## src/rtl/serial_pkg.sv

```systemverilog
// serial_pkg: shared definitions for the serial loader slice.
//   ST_IDLE / ST_SHIFT / ST_PAR : FSM state encodings (2-bit, legacy-compatible)
//   cnt_w(width)                : bit-counter width able to hold 0..width
package serial_pkg;

  localparam logic [1:0] ST_IDLE  = 2'd0;
  localparam logic [1:0] ST_SHIFT = 2'd1;
  localparam logic [1:0] ST_PAR   = 2'd2;

  function automatic int unsigned cnt_w(input int unsigned width);
    return $clog2(width + 1);
  endfunction

endpackage

```

## src/rtl/bit_counter.sv

```systemverilog
// bit_counter: frame bit index counter with load, enable and terminal flag.
//   clk      in   rising-edge clock
//   rst      in   asynchronous active-high reset (count -> 0)
//   load     in   restart the count at 0 (wins over en)
//   en       in   advance by one; holds at the terminal value, never wraps
//   count    out  current bit index, 0..WIDTH-1
//   terminal out  count == WIDTH-1
module bit_counter
  import serial_pkg::*;
#(
  parameter int unsigned WIDTH = 4,
  parameter int unsigned CNT_W = cnt_w(WIDTH)
) (
  input  logic             clk,
  input  logic             rst,
  input  logic             load,
  input  logic             en,
  output logic [CNT_W-1:0] count,
  output logic             terminal
);

  assign terminal = (count == CNT_W'(WIDTH - 1));

  always_ff @(posedge clk or posedge rst) begin
    if (rst) begin
      count <= '0;
    end else if (load) begin
      count <= '0;
    end else if (en && !terminal) begin
      count <= count + CNT_W'(1);
    end
  end

endmodule

```

## src/rtl/piso_serializer.sv

```systemverilog
// piso_serializer: parallel-in / serial-out loader feeding a serial shift register.
// Accepts a WIDTH-bit word over valid/ready and emits one bit per clk on sout,
// framed by sout_valid / sout_last. Back-to-back words run gaplessly.
//   clk        in   rising-edge clock
//   rst        in   asynchronous active-high reset
//   din        in   parallel word, sampled when din_valid && din_ready
//   din_valid  in   upstream word available
//   din_ready  out  word can be accepted this cycle (combinational from state)
//   sout       out  registered serial bit
//   sout_valid out  sout carries a frame bit
//   sout_last  out  sout is the final bit of the frame
// Build option: define PARITY_EN to append an even-parity bit to each frame.
module piso_serializer
  import serial_pkg::*;
#(
  parameter int unsigned WIDTH     = 4,
  parameter bit          MSB_FIRST = 1'b1
) (
  input  logic             clk,
  input  logic             rst,
  input  logic [WIDTH-1:0] din,
  input  logic             din_valid,
  output logic             din_ready,
  output logic             sout,
  output logic             sout_valid,
  output logic             sout_last
);

  localparam int unsigned CW = cnt_w(WIDTH);

  logic [1:0]       state;
  logic [WIDTH-1:0] sreg;
  logic             sout_q;
  logic [CW-1:0]    count;
  logic             terminal;
  logic             last_data;
  logic             accept;
  logic [WIDTH-1:0] shifted;
`ifdef PARITY_EN
  logic             par_q;
`endif

  function automatic logic first_bit(input logic [WIDTH-1:0] w);
    return MSB_FIRST ? w[WIDTH-1] : w[0];
  endfunction

  // sreg always holds the bit currently on sout in its output position,
  // so the next bit is simply the output position of the shifted word.
  always_comb begin
    shifted = '0;
    if (MSB_FIRST) shifted = {sreg[WIDTH-2:0], 1'b0};
    else           shifted = {1'b0, sreg[WIDTH-1:1]};
  end

  assign last_data  = (state == ST_SHIFT) && terminal;
  assign sout_valid = (state != ST_IDLE);
  assign sout       = sout_q;

`ifdef PARITY_EN
  assign din_ready = !rst && ((state == ST_IDLE) || (state == ST_PAR));
  assign sout_last = (state == ST_PAR);
`else
  assign din_ready = !rst && ((state == ST_IDLE) || last_data);
  assign sout_last = last_data;
`endif

  assign accept = din_valid && din_ready;

  bit_counter #(
    .WIDTH (WIDTH),
    .CNT_W (CW)
  ) u_bit_counter (
    .clk      (clk),
    .rst      (rst),
    .load     (accept),
    .en       (state == ST_SHIFT),
    .count    (count),
    .terminal (terminal)
  );

  always_ff @(posedge clk or posedge rst) begin
    if (rst) begin
      state  <= ST_IDLE;
      sreg   <= '0;
      sout_q <= 1'b0;
`ifdef PARITY_EN
      par_q  <= 1'b0;
`endif
    end else if (accept) begin
      // accept is only possible in IDLE or on the frame's final bit, so a
      // reload here covers both the first word and the gapless follow-on.
      state  <= ST_SHIFT;
      sreg   <= din;
      sout_q <= first_bit(din);
`ifdef PARITY_EN
      par_q  <= ^din;
`endif
    end else begin
      case (state)
        ST_IDLE: begin
          sout_q <= 1'b0;
        end
        ST_SHIFT: begin
          if (!terminal) begin
            sreg   <= shifted;
            sout_q <= first_bit(shifted);
          end else begin
`ifdef PARITY_EN
            state  <= ST_PAR;
            sreg   <= '0;
            sout_q <= par_q;
`else
            state  <= ST_IDLE;
            sreg   <= '0;
            sout_q <= 1'b0;
`endif
          end
        end
        default: begin
          state  <= ST_IDLE;
          sreg   <= '0;
          sout_q <= 1'b0;
        end
      endcase
    end
  end

endmodule

```

## config.mk

```make
export PLATFORM = sky130hd
export DESIGN_NAME = piso_serializer
export DESIGN_NICKNAME = d
export VERILOG_FILES = /design/src/rtl/serial_pkg.sv /design/src/rtl/bit_counter.sv /design/src/rtl/piso_serializer.sv
export SDC_FILE = /design/constraint.sdc
export NUM_CORES = 1
export LEC_CHECK = 0
export CAP_MARGIN = 10
export CELL_PAD_IN_SITES_DETAIL_PLACEMENT = 1
export CELL_PAD_IN_SITES_GLOBAL_PLACEMENT = 2
export CORE_MARGIN = 5
export CORE_UTILIZATION = 27
export DETAILED_ROUTE_END_ITERATION = 12
export HOLD_SLACK_MARGIN = 0.08
export PLACE_DENSITY = 0.77
export SYNTH_ARGS = -nofsm -noshare
export SYNTH_HDL_FRONTEND = slang
export SYNTH_HIERARCHICAL = 1
export SYNTH_SLANG_ARGS = --single-unit
```

## constraint.sdc

```tcl
create_clock -name clk -period 2.7 [get_ports clk]
set_clock_uncertainty 0.2 [all_clocks]
set_input_delay 0.54 -clock clk [delete_from_list [all_inputs] [get_ports clk]]
set_output_delay 0.54 -clock clk [all_outputs]
set_load 0.005 [all_outputs]
```

* Yosys cells after proc, flatten, opt, wreduce, memory -nomap -nowiden *
Index checks and enable logic that the tools add are counted.

word-level totals
  input port bits = 7
  output and inout port bits = 4
  register bits after elaboration = 9
  word-level logic and storage cells = 31

operators by class
  reductions and logical operators = 11
  equal/unequal tests = 4
  $add $sub $neg = 1
  muxes and demuxes = 11

operator list
  operator               number
  $mux W3                4
  $pmux W3 S2            1
  $logic_and A1 B1 Y1    4
  $mux W2                2
  $pmux W2 S2            1
  $reduce_bool A2 Y1     2
  $add A3 B1 Y3 const B  1
  $eq A3 B2 Y1 const B   1
  $mux W1                3
  $ne A3 B3 Y1 const B   1
  $eq A2 B1 Y1 const B   1
  $logic_not A1 Y1       2
  $logic_not A2 Y1       1
  $ne A2 B2 Y1 const B   1
  $reduce_and A2 Y1      1
  $logic_or A1 B1 Y1     1

* Depth between registers and ports, before layout *
  depth in word-level cells = 7
  gate-level depth with buffers = 6
  depth with buffers taken out = 6

* Modules after synthesis *
Netlist, hierarchy kept.

modules (own cells, without submodules)
  module           cells each  area an instance (um^2)  seq. area each (um^2)  instances
  piso_serializer  24          251.5                    125.1                  1
  bit_counter      16          181.4                    75.1                   1

* Worst setup path after synthesis *
No wires, ideal clock.

  kind = reg2reg
  start = register u_bit_counter.count[0]
  end = register u_bit_counter.count[2]
  slack = 755 ps
  cell stages (with the launch flop) = 7
  buffers on the path = 0
  period minus slack after synthesis = 1,945 ps
  arrival time = 1,649 ps
  data required time = 2,405 ps
  setup time = 95 ps
  cells stage by stage = dfrtp_1 -> ha_1 -> ha_1 -> nor2b_4 -> nor2_2 -> or4b_1 -> o31ai_1

between the ends
  longest elaborated chain between the ends = 6
  elaborated cells between the ends (all ways) = 11
  classes of those cells = 1 x add/sub; 1 x eq/ne; 2 x mux; 7 x reduce/logical

ends and longest elaborated chain
  item                                                  RTL line               source
  from (decl)                                           bit_counter.sv:18      output logic [CNT_W-1:0] count,
  from (signal assigned)                                bit_counter.sv:30      count <= count + CNT_W'(1);
  $eq A3 B2 Y1 (*)                                      bit_counter.sv:22      assign terminal = (count == CNT_W'(WIDTH - 1));
  net terminal                                          piso_serializer.sv:35  logic terminal;
  $logic_and A1 B1 Y1 (*)                               piso_serializer.sv:55  assign last_data = (state == ST_SHIFT) && terminal;
  $logic_or A1 B1 Y1 (*)                                piso_serializer.sv:63  assign din_ready = !rst && ((state == ST_IDLE) || last_data);
  $logic_and A1 B1 Y1 (*)                               piso_serializer.sv:63
  $logic_and A1 B1 Y1 (*)                               piso_serializer.sv:67  assign accept = din_valid && din_ready;
  net accept                                            piso_serializer.sv:37  logic accept;
  $mux W3 / $reduce_bool A2 Y1 (equally long branches)  n/a

The timed path passes the listed nets; every way through them passes the cells marked *. The select of a mux whose other input is x is not followed.
A chain may end at the register's enable or synchronous reset.

* Worst setup path in the final report *
  start = register u_bit_counter.count[0]
  end = output din_ready

between the ends
  longest elaborated chain between the ends = 4

ends and longest elaborated chain
  item                 RTL line               source
  $eq A3 B2 Y1         bit_counter.sv:22
  net terminal         piso_serializer.sv:35
  $logic_and A1 B1 Y1  piso_serializer.sv:55
  $logic_or A1 B1 Y1   piso_serializer.sv:63
  $logic_and A1 B1 Y1  piso_serializer.sv:63
  to (decl)            piso_serializer.sv:23  output logic din_ready,

The timed path passes the listed nets, and every way through them passes these cells.

==> summary.txt <==
Run status
  • Status: finished, final reports clean

Hold path
  • HP Start: sreg[1]
  • Hold path cells: 2
  • Hold Path Class: register to register
  • Endpoint, Worst Hold: sreg[2]

Clock network
  • Clock latency at the later pin of the worst-skew pair: 260 ps
  • Reg clk slew, reported paths: 50 ps
  • Clock sinks: 8
  • Max clock buf depth: 2
  • CTS tree: yes
  • Setup bufs post-CTS: 0
  • Root Driver: clkbuf_4
  • H-tree depth: 1
  • Total CTS buffers: 3

Drt
  • DR pass1 iterations: 2
  • Vias: approximately 350
  • WL/cell: 13.8 µm
  • Iteration-0 DRC Markers: 1
  • Routed WL: 954 µm
  • Drt via density: around 5.0
  • Remaining antenna violation count after routing: 0
  • DR DRC count: 0

Yosys
  • Synth Area in Adders: 0.0578
  • Syn Inst Count: 40
  • Cell with the most instances after synthesis: dfrtp_1
  • Largest cells by area after synthesis: dfrtp_1 (46%), ha_1 (5.8%), a32oi_1 (4.0%)
  • XOR/XNOR share of the synthesized area: 0
  • Number of synthesized register bits: 8
  • Mux cell area share after synthesis: 0.0491
  • Ys Warns: 6
  • Syn avg cell area: 10.8 µm²
  • Simple-gate area share of the yosys netlist: 0.249
  • Main combinational cell family by area after synthesis: simple AND/OR/NAND/NOR gates
  • Largest area contributor in the netlist: dfrtp_1
  • Synth cell count leaders: dfrtp_1 (8), inv_1 (4)
  • Post-Syn Nets: slightly below 50
  • Seq/Total Area, Yosys: 0.462
  • Post-synth EDFFs: 0
  • Post-synth top area share: 0.462
  • Count of different cell masters after synthesis: 24
  • Main synth FF type: dfrtp_1
  • Synth Area in Compound Gates: 0.147
  • Async S/R FF share, synth: 1.00
  • Synth Cell Area: around 430 µm²

Critical path
  • CP Max Fanout: 9
  • Setup crit end kind: primary output
  • Crit path required time: 1960 ps
  • Critical path's largest stage delay: 440 ps
  • Worst r2r src: u_bit_counter/count[0]
  • CP cell instances: ha_1 > ha_2 > nor2b_4 > nor2_1 > clkdlybuf4s50_1
  • Crit path max-delay family: adder cells
  • Worst R2R Path Depth: 6
  • Slowest cell on the critical path: clkdlybuf4s50_1
  • Crit Path Class: register to primary output
  • Crit path DAT: 1780 ps
  • Worst R2R End: u_bit_counter/count[2]
  • Reg2reg setup slack: 680 ps
  • Critical Path Start Type: register
  • WP buf/inv: 1
  • Critical path depth: 5

Layout
  • Fillers: 174
  • Share of cells above drive strength 1: 0.170
  • FF/Latch Area: 200 µm²
  • Fin cells: between 60 and 70
  • Multi-input gate area: 220 µm²
  • Area Growth Syn to Fin: 33.5%
  • Antenna cell count: 0
  • Final nets: 64
  • Core Util, Final: 0.384

Floorplan
  • IO Count: 11
  • Die width: 50.0 µm
  • Core area: 1510 µm²
  • Row count: 14
  • Die Ht: around 50 µm
  • Die Area: about 2500 µm²
  • Initial core utilization: 0.287

GRT
  • Largest net degree at the start of global routing: 10
  • Initial antenna violation count: 0
  • Grt total ovfl: 0
  • First-pass GRT wire length: ~1700 µm
  • Vias in the first global route: 365
  • Gr usage total: 0.0921

Flow run
  • Maxcap violations: 0

Timing
  • Setup TNS: 0 ps
  • Final period utilization: 0.932
  • RSZ-0062 raised after global routing: no
  • Tmin final: 2520 ps
  • Fin worst setup slack: about 180 ps
  • Slew HR: 0.821
  • Setup violators final: 0
  • Worst Tran Pin Value: ~270 ps
  • Fin Hold WS: 280 ps
  • Max Slew Vio Count: 0
  • FMAX: 0.397 GHz
  • Final hold violation count: 0

Power and ir drop
  • Leakage power: 0.262 nW
  • Pwr dens: 1010 nW/µm²
  • Max VDD drop: around 240 µV

Placement
  • Post-Place Setup Slack: around 300 ps
  • DP HPWL: 711 µm
  • Placed Cells: 66
  • IO buf count: 10
  • Placer congestion estimate: ~0.70
## stage by stage
stage	total power [mW]	cell area, µm²
2_1_floorplan	0.386	433
3_3_place_gp	0.485	553
3_5_place_dp	0.491	553
4_1_cts	0.590	576
5_1_grt	0.632	578
6_report	0.582	578
## worst min-delay path, stage by stage, from the launching register on
cell     delay [ps]
dfrtp_1         340
a32oi_1          60
nand2_1          50
## how the worst max path moves through the flow
stage,start,end,slack [ps]
2_1_floorplan,u_bit_counter/count[0],u_bit_counter/count[2],760
3_3_place_gp,rst,din_ready,320
3_5_place_dp,rst,din_ready,300
4_1_cts,u_bit_counter/count[0],din_ready,70
5_1_grt,u_bit_counter/count[0],din_ready,100
6_report,u_bit_counter/count[0],din_ready,180
## flip-flops by register name, summed over array words and instances, names as in the netlist
| signal | flops |
|---|---|
| u_bit_counter/count | 3 |
| sreg | 3 |
| state | 1 |
| sout | 1 |
## layout make-up
class,count,share of cell area
clock buffers,3,0.0390
inverters,4,0.0260
multi-input cells,28,0.381
flip-flops and latches,8,0.346
well taps,16,0.0346
repair buffers,10,0.173
## what timing repair did
item,in CTS,in global routing
hold buffers,0,0
resized for setup,0,1
setup endpoints to repair,0,2
## cell usage in the layout (no fill, tap or decap), types with 2 or more instances in the layout
cell type / n
o211ai_1: 2
clkdlybuf4s50_1: 10
nand2_1: 2
inv_1: 4
o21ai_1: 2
dfrtp_1: 8
clkbuf_4: 3
nor2_1: 2
a32oi_1: 2
## per-layer routing
metal | wire length [µm] | vias to the layer above | global-route usage
li1 | - | 173 | -
met2 | 415 | 9 | 0.123
met5 | 0 | - | 0
met4 | 45 | 0 | 0.0917
met1 | 459 | 159 | 0.121
met3 | 34 | 5 | 0.0120
## power breakdown
part	internal, mW	switching, mW	leakage (nW)
clock	0.0510	0.0432	0.0138
sequential	0.172	0.0389	0.101
combinational	0.156	0.121	0.147
total	0.379	0.203	0.262
## logic make-up after synthesis
logic type / after synthesis
flops: 8
mux: 2
buf+inv: 4
fa+ha+maj: 2
simple gates: 15
compound gates: 9
Note: power is estimated with default switching activity, not from simulation.
